[config.mk]
export PLATFORM = sky130hd
export DESIGN_NAME = axi_lite_master_cmd_if
export DESIGN_NICKNAME = d
export VERILOG_FILES = /design/src/rtl/axi_lite_pkg.sv /design/src/rtl/axi_lite_master_cmd_if.sv
export SDC_FILE = /design/constraint.sdc
export NUM_CORES = 1
export LEC_CHECK = 0
export BUFFER_PORTS_ARGS = -buffer_cell sky130_fd_sc_hd__buf_2
export CAP_MARGIN = 20
export CORE_ASPECT_RATIO = 1.4
export CORE_MARGIN = 2
export CORE_UTILIZATION = 45
export CTS_CLUSTER_DIAMETER = 200
export DETAILED_ROUTE_END_ITERATION = 6
export PLACE_DENSITY = 0.8
export RECOVER_POWER = 100
export SKIP_LAST_GASP = 1
export SLEW_MARGIN = 15
export SYNTH_ARGS = -nofsm -noshare
export SYNTH_HDL_FRONTEND = slang
export SYNTH_SLANG_ARGS = --single-unit
[constraint.sdc]
create_clock -name clk -period 1.99 [get_ports clk]
set_input_delay 0.0995 -clock clk [delete_from_list [all_inputs] [get_ports clk]]
set_output_delay 0.0995 -clock clk [all_outputs]
set_load 0.02 [all_outputs]
[src/rtl/axi_lite_pkg.sv]
// Shared encodings for the AXI4-Lite command master: FSM states, response codes
// and the data pattern returned when a phase times out.
package axi_lite_pkg;

  localparam logic [3:0] ST_IDLE    = 4'd0;
  localparam logic [3:0] ST_WR      = 4'd1;
  localparam logic [3:0] ST_WR_RESP = 4'd2;
  localparam logic [3:0] ST_RD_ADDR = 4'd3;
  localparam logic [3:0] ST_RD_DATA = 4'd4;
  localparam logic [3:0] ST_RSP     = 4'd5;

  localparam logic [1:0] RESP_OKAY   = 2'b00;
  localparam logic [1:0] RESP_EXOKAY = 2'b01;
  localparam logic [1:0] RESP_SLVERR = 2'b10;
  localparam logic [1:0] RESP_DECERR = 2'b11;

  localparam logic [31:0] TIMEOUT_FILL = 32'hDEAD_BEEF;

  // States in which the master is waiting on the slave.
  function automatic logic is_wait_state(input logic [3:0] st);
    return (st == ST_WR) || (st == ST_WR_RESP) || (st == ST_RD_ADDR) || (st == ST_RD_DATA);
  endfunction

endpackage

[src/rtl/axi_lite_master_cmd_if.sv]
// Single-outstanding command port to AXI4-Lite master bridge.
// Optional per-phase watchdog is compiled in with `define AXI_LITE_MST_TIMEOUT_EN.
module axi_lite_master_cmd_if
  import axi_lite_pkg::*;
#(
  parameter logic [31:0] BASE_ADDR      = 32'h0000_0000,
  parameter logic [15:0] TIMEOUT_CYCLES = 16'd1024
) (
  input  logic        clk,
  input  logic        rst_n,

  input  logic        cmd_valid,
  output logic        cmd_ready,
  input  logic        cmd_write,
  input  logic [31:0] cmd_addr,
  input  logic [31:0] cmd_wdata,
  input  logic [3:0]  cmd_wstrb,

  output logic        rsp_valid,
  input  logic        rsp_ready,
  output logic [31:0] rsp_rdata,
  output logic [1:0]  rsp_resp,

  output logic        m_axi_awvalid,
  output logic [31:0] m_axi_awaddr,
  input  logic        m_axi_awready,
  output logic        m_axi_wvalid,
  output logic [31:0] m_axi_wdata,
  output logic [3:0]  m_axi_wstrb,
  input  logic        m_axi_wready,
  input  logic        m_axi_bvalid,
  input  logic [1:0]  m_axi_bresp,
  output logic        m_axi_bready,
  output logic        m_axi_arvalid,
  output logic [31:0] m_axi_araddr,
  input  logic        m_axi_arready,
  input  logic        m_axi_rvalid,
  input  logic [31:0] m_axi_rdata,
  input  logic [1:0]  m_axi_rresp,
  output logic        m_axi_rready
);

  logic [3:0]  state_reg, state_next;
  logic        cmd_ready_reg, cmd_ready_next;
  logic        write_reg, write_next;
  logic [31:0] addr_reg, addr_next;
  logic [31:0] wdata_reg, wdata_next;
  logic [3:0]  wstrb_reg, wstrb_next;
  logic        awvalid_reg, awvalid_next;
  logic        wvalid_reg, wvalid_next;
  logic        aw_done_reg, aw_done_next;
  logic        w_done_reg, w_done_next;
  logic        bready_reg, bready_next;
  logic        arvalid_reg, arvalid_next;
  logic        rready_reg, rready_next;
  logic        rsp_valid_reg, rsp_valid_next;
  logic [31:0] rsp_rdata_reg, rsp_rdata_next;
  logic [1:0]  rsp_resp_reg, rsp_resp_next;

  logic aw_fire, w_fire, b_fire, ar_fire, r_fire, cmd_fire;
  logic aw_done_now, w_done_now;
  logic timeout_hit;

  assign cmd_fire    = cmd_valid & cmd_ready_reg;
  assign aw_fire     = awvalid_reg & m_axi_awready;
  assign w_fire      = wvalid_reg & m_axi_wready;
  assign b_fire      = bready_reg & m_axi_bvalid;
  assign ar_fire     = arvalid_reg & m_axi_arready;
  assign r_fire      = rready_reg & m_axi_rvalid;
  assign aw_done_now = aw_done_reg | aw_fire;
  assign w_done_now  = w_done_reg | w_fire;

`ifdef AXI_LITE_MST_TIMEOUT_EN
  logic [15:0] tmo_cnt_reg;

  // Restarts whenever the state changes, so each AXI phase gets its own budget.
  always_ff @(posedge clk or negedge rst_n) begin
    if (!rst_n) begin
      tmo_cnt_reg <= '0;
    end else if (state_next != state_reg) begin
      tmo_cnt_reg <= '0;
    end else if (is_wait_state(state_reg)) begin
      tmo_cnt_reg <= tmo_cnt_reg + 16'd1;
    end
  end

  assign timeout_hit = is_wait_state(state_reg) && (tmo_cnt_reg == TIMEOUT_CYCLES - 16'd1);
`else
  logic unused_timeout_cycles;
  assign unused_timeout_cycles = ^TIMEOUT_CYCLES;
  assign timeout_hit = 1'b0;
`endif

  always_ff @(posedge clk or negedge rst_n) begin
    if (!rst_n) begin
      state_reg     <= ST_IDLE;
      cmd_ready_reg <= 1'b1;
      write_reg     <= 1'b0;
      addr_reg      <= '0;
      wdata_reg     <= '0;
      wstrb_reg     <= '0;
      awvalid_reg   <= 1'b0;
      wvalid_reg    <= 1'b0;
      aw_done_reg   <= 1'b0;
      w_done_reg    <= 1'b0;
      bready_reg    <= 1'b0;
      arvalid_reg   <= 1'b0;
      rready_reg    <= 1'b0;
      rsp_valid_reg <= 1'b0;
      rsp_rdata_reg <= '0;
      rsp_resp_reg  <= '0;
    end else begin
      state_reg     <= state_next;
      cmd_ready_reg <= cmd_ready_next;
      write_reg     <= write_next;
      addr_reg      <= addr_next;
      wdata_reg     <= wdata_next;
      wstrb_reg     <= wstrb_next;
      awvalid_reg   <= awvalid_next;
      wvalid_reg    <= wvalid_next;
      aw_done_reg   <= aw_done_next;
      w_done_reg    <= w_done_next;
      bready_reg    <= bready_next;
      arvalid_reg   <= arvalid_next;
      rready_reg    <= rready_next;
      rsp_valid_reg <= rsp_valid_next;
      rsp_rdata_reg <= rsp_rdata_next;
      rsp_resp_reg  <= rsp_resp_next;
    end
  end

  // IDLE with cmd_ready low means a command is latched and the channel is launched next.
  always_comb begin
    state_next = state_reg;
    case (state_reg)
      ST_IDLE:    if (!cmd_ready_reg) state_next = write_reg ? ST_WR : ST_RD_ADDR;
      ST_WR:      if (aw_done_now && w_done_now) state_next = ST_WR_RESP;
      ST_WR_RESP: if (b_fire) state_next = ST_RSP;
      ST_RD_ADDR: if (ar_fire) state_next = ST_RD_DATA;
      ST_RD_DATA: if (r_fire) state_next = ST_RSP;
      ST_RSP:     if (rsp_valid_reg && rsp_ready) state_next = ST_IDLE;
      default:    state_next = ST_IDLE;
    endcase
    if (timeout_hit) state_next = ST_RSP;
  end

  always_comb begin
    cmd_ready_next = cmd_ready_reg;
    write_next     = write_reg;
    addr_next      = addr_reg;
    wdata_next     = wdata_reg;
    wstrb_next     = wstrb_reg;
    awvalid_next   = awvalid_reg;
    wvalid_next    = wvalid_reg;
    aw_done_next   = aw_done_reg;
    w_done_next    = w_done_reg;
    bready_next    = bready_reg;
    arvalid_next   = arvalid_reg;
    rready_next    = rready_reg;
    rsp_valid_next = rsp_valid_reg;
    rsp_rdata_next = rsp_rdata_reg;
    rsp_resp_next  = rsp_resp_reg;

    case (state_reg)
      ST_IDLE: begin
        if (cmd_ready_reg) begin
          if (cmd_fire) begin
            cmd_ready_next = 1'b0;
            write_next     = cmd_write;
            addr_next      = cmd_addr + BASE_ADDR;
            wdata_next     = cmd_wdata;
            wstrb_next     = cmd_wstrb;
          end
        end else if (write_reg) begin
          awvalid_next = 1'b1;
          wvalid_next  = 1'b1;
          aw_done_next = 1'b0;
          w_done_next  = 1'b0;
        end else begin
          arvalid_next = 1'b1;
        end
      end
      ST_WR: begin
        if (aw_fire) awvalid_next = 1'b0;
        if (w_fire) wvalid_next = 1'b0;
        aw_done_next = aw_done_now;
        w_done_next  = w_done_now;
        if (aw_done_now && w_done_now) bready_next = 1'b1;
      end
      ST_WR_RESP: begin
        if (b_fire) begin
          bready_next    = 1'b0;
          rsp_resp_next  = m_axi_bresp;
          rsp_rdata_next = '0;
          rsp_valid_next = 1'b1;
        end
      end
      ST_RD_ADDR: begin
        if (ar_fire) begin
          arvalid_next = 1'b0;
          rready_next  = 1'b1;
        end
      end
      ST_RD_DATA: begin
        if (r_fire) begin
          rready_next    = 1'b0;
          rsp_rdata_next = m_axi_rdata;
          rsp_resp_next  = m_axi_rresp;
          rsp_valid_next = 1'b1;
        end
      end
      ST_RSP: begin
        if (rsp_valid_reg && rsp_ready) begin
          rsp_valid_next = 1'b0;
          cmd_ready_next = 1'b1;
        end
      end
      default: begin
        cmd_ready_next = 1'b1;
      end
    endcase

    // A timed-out phase abandons the bus entirely; late responses then find no ready.
    if (timeout_hit) begin
      awvalid_next   = 1'b0;
      wvalid_next    = 1'b0;
      bready_next    = 1'b0;
      arvalid_next   = 1'b0;
      rready_next    = 1'b0;
      rsp_rdata_next = TIMEOUT_FILL;
      rsp_resp_next  = RESP_SLVERR;
      rsp_valid_next = 1'b1;
    end
  end

  assign cmd_ready     = cmd_ready_reg;
  assign rsp_valid     = rsp_valid_reg;
  assign rsp_rdata     = rsp_rdata_reg;
  assign rsp_resp      = rsp_resp_reg;
  assign m_axi_awvalid = awvalid_reg;
  assign m_axi_awaddr  = addr_reg;
  assign m_axi_wvalid  = wvalid_reg;
  assign m_axi_wdata   = wdata_reg;
  assign m_axi_wstrb   = wstrb_reg;
  assign m_axi_bready  = bready_reg;
  assign m_axi_arvalid = arvalid_reg;
  assign m_axi_araddr  = addr_reg;
  assign m_axi_rready  = rready_reg;

endmodule

==> run_results.csv <==
group,metric,value,unit
critical_path,arrival,2.15,ns
critical_path,crit_chain,"nor2_4 > nand4_4 > buf_6 > mux2_1",
synthesis,yosys-top-cells-area,"dfrtp_1, mux2_2, a22o_1",
detailed_routing,first_iter_violations,213,
sta,max_freq,530,MHz
synthesis,synth_fp_nets,455,
sta,max_slew_margin,36.7,%
clock_tree,h-tree-depth,4,
clock_tree,post_cts_buffers,0,
detailed_routing,ant_nets,0,
grt,grt_max_degree,59,
synthesis,synth-main-ff-cell,"dfrtp_1",
final_layout,ff_latch_area,0.00288,mm2
synthesis,yosys.area.top_type_share,59.9,%
critical_path,crit_type,"flop to flop",
synthesis,yosysUniqueCellTypes,33,
critical_path,critPathLaunchType,"flop",
clock_tree,clockBufferDepth,2,
sta,rsz0062_at_grt,"false",
detailed_routing,drt_pass1_iterations,4,
final_layout,diodes,0,
synthesis,yosysTopAreaCell,"dfrtp_1",
synthesis,synth_area_per_cell,14.0,um2
sta,slew_violations,0,
sta,period_minus_slack,1.89,ns
clock_tree,numCtsBuffers,17,
grt,antenna_found_initial,0,
critical_path,required,2.26,ns
final_layout,multiInputGateArea,0.00151,mm2
synthesis,yosysWarnings,0,
synthesis,ys_seq_area_share,60.5,%
detailed_routing,drc,0,
grt,gr-usage-all-layers,27.1,%
final_layout,syn_to_final_growth,56.6,%
worst_hold_path,whs_path_depth,3,
detailed_routing,routed_wl,15300,um
synthesis,syn-cell-area,0.00476,mm2
sta,tns,0,ns
sta,period_share,94.8,%
critical_path,max_stage_delay,0.55,ns
worst_hold_path,hp-class,"input port to flop",
floorplan,fp.dieH,126,um
final_layout,nNetsFinal,797,
final_layout,instances_no_fill,834,
detailed_routing,vias_per_cell,5.06,
synthesis,syn_inst,341,
grt,grt_pass1_vias,4439,
critical_path,cp_slowest_cell,"dfrtp_1",
sta,hold_ws,0.0377,ns
synthesis,synth_enable_flop_cells,0,
placement,dp.cells,694,
synthesis,ys_ff_latch,115,
power,vdd_drop_max,0.539,mV
floorplan,rows,44,
floorplan,die_w,90.9,um
floorplan,dieArea,0.0114,mm2
synthesis,synth_common_cells,"dfrtp_1, mux2_2, buf_4",
floorplan,core_region_area,0.0103,mm2
power,p_leak,0.00370,uW
floorplan,start_util,46.0,%
placement,place_hpwl,8740,um
job,max_cap_violations,0,
detailed_routing,wl_per_cell,18.3,um
sta,clock_skew,0.0105,ns
sta,setup_viol,0,
grt,grt_pass1_wl,23900,um
power,p_per_area,789,mW/mm2
grt,overflow,0,
synthesis,async_flop_share,100,%
clock_tree,insertion_delay,0.40,ns
placement,portBuffers,254,
clock_tree,cts_root_buffer,"clkbuf_16",
clock_tree,clk_pin_slew_worst_paths,0.05,ns
critical_path,r2r_cells,4,
synthesis,synth.most_common_cell,"dfrtp_1",
placement,gp_congestion,0.878,
clock_tree,cts.sinks,115,
sta,hold_viol,0,
final_layout,drive_gt1_share,31.0,%
critical_path,critPathCaptureType,"flop",
floorplan,io-pin-count,255,
clock_tree,cts_tree,"built",
critical_path,cp_max_fo,32,
final_layout,fillers,739,
detailed_routing,vias,4220,
sta,max_slew.worst_pin.slew,0.950,ns
outcome,status,"complete, no violations",
-- power breakdown --
group | total (uW) | switching (uW) | internal, uW
clock network | 3190 | 1030 | 2160
registers | 2340 | 0 | 2340
logic | 351 | 127 | 224
total | 5880 | 1160 | 4720
-- timing repair --
| item | CTS | global route |
|---|---|---|
| resized for setup | 0 | 4 |
| hold buffers | 108 | 0 |
| endpoints found under the hold margin | 145 | 0 |
| setup endpoints to repair | 0 | 1 |
-- kinds of logic (layout without fill, tap and decap cells) --
group           Yosys count  after routing  share of synthesized area (%)
simple gates             43             43                           4.60
compound gates           58             58                           9.25
buf+inv                  51            406                           7.46
flops                   115            115                           60.5
mux                      74             74                           18.2
-- worst paths after layout --
path                                           from                           to  slack (ns)
min                                  m_axi_rresp[1]      rsp_resp[1]$_DFFE_PN0P_        0.04
min in group asynchronous                     rst_n  m_axi_wdata[17]$_DFFE_PN0P_        0.40
max in group asynchronous                     rst_n     state_reg[1]$_DFFE_PN0P_        0.51
max reg2reg                state_reg[2]$_DFFE_PN0P_  m_axi_araddr[0]$_DFFE_PN0P_        0.10
min reg2reg                 rsp_resp[0]$_DFFE_PN0P_      rsp_resp[0]$_DFFE_PN0P_        0.49
max                        state_reg[2]$_DFFE_PN0P_  m_axi_araddr[0]$_DFFE_PN0P_        0.10
-- cell type report --
class	instances	share of cell area (%)
repair buffers	372	30.4
multi-input cells	175	20.2
clock inverters	9	2.03
flip-flops and latches	115	38.6
clock buffers	23	6.28
well taps	138	2.32
inverters	2	0.101
-- cell usage in the layout (no fill, tap or decap), types with 3 or more instances in the layout --
cell,n
clkbuf_1,145
dfrtp_1,113
buf_2,113
dlygate4sd3_1,108
mux2_2,56
a22o_1,32
nand2_1,20
clkbuf_16,17
mux2_1,15
a21oi_1,10
nor2_1,7
o21ai_0,6
a31oi_1,4
bufinv_16,4
clkbuf_2,4
mux2i_1,3
clkinv_2,3
buf_4,3
-- stage by stage --
step | cell area, um2 | util (%) | setup WS, ns | power (uW)
floorplan | 4760 | - | 0.469 | 2390
global placement | 6010 | 58.0 | 0.268 | 2550
detailed placement | 6010 | 58.0 | 0.189 | 2560
CTS | 7710 | 74.5 | 0.0587 | 5890
global route | 7450 | 72.0 | 0.0250 | 6090
finish | 7450 | 72.0 | 0.104 | 5880
-- routing by layer --
layer,vias up,part of all wire [%],GRT usage (%)
met5,-,0,0
met1,2075,37,29.0
met2,226,54,49.3
li1,1877,-,-
met4,0,3.0,12.4
met3,42,6.6,7.12
-- critical path, delay by kind of cell, from the launching register on --
| family | cells | cell delay (ns) |
|---|---|---|
| DFF | 1 | 0.55 |
| and+or+nand+nor | 2 | 0.54 |
| muxes | 1 | 0.39 |
| buffers and inverters | 1 | 0.26 |
(Power assumes the default switching activity.)
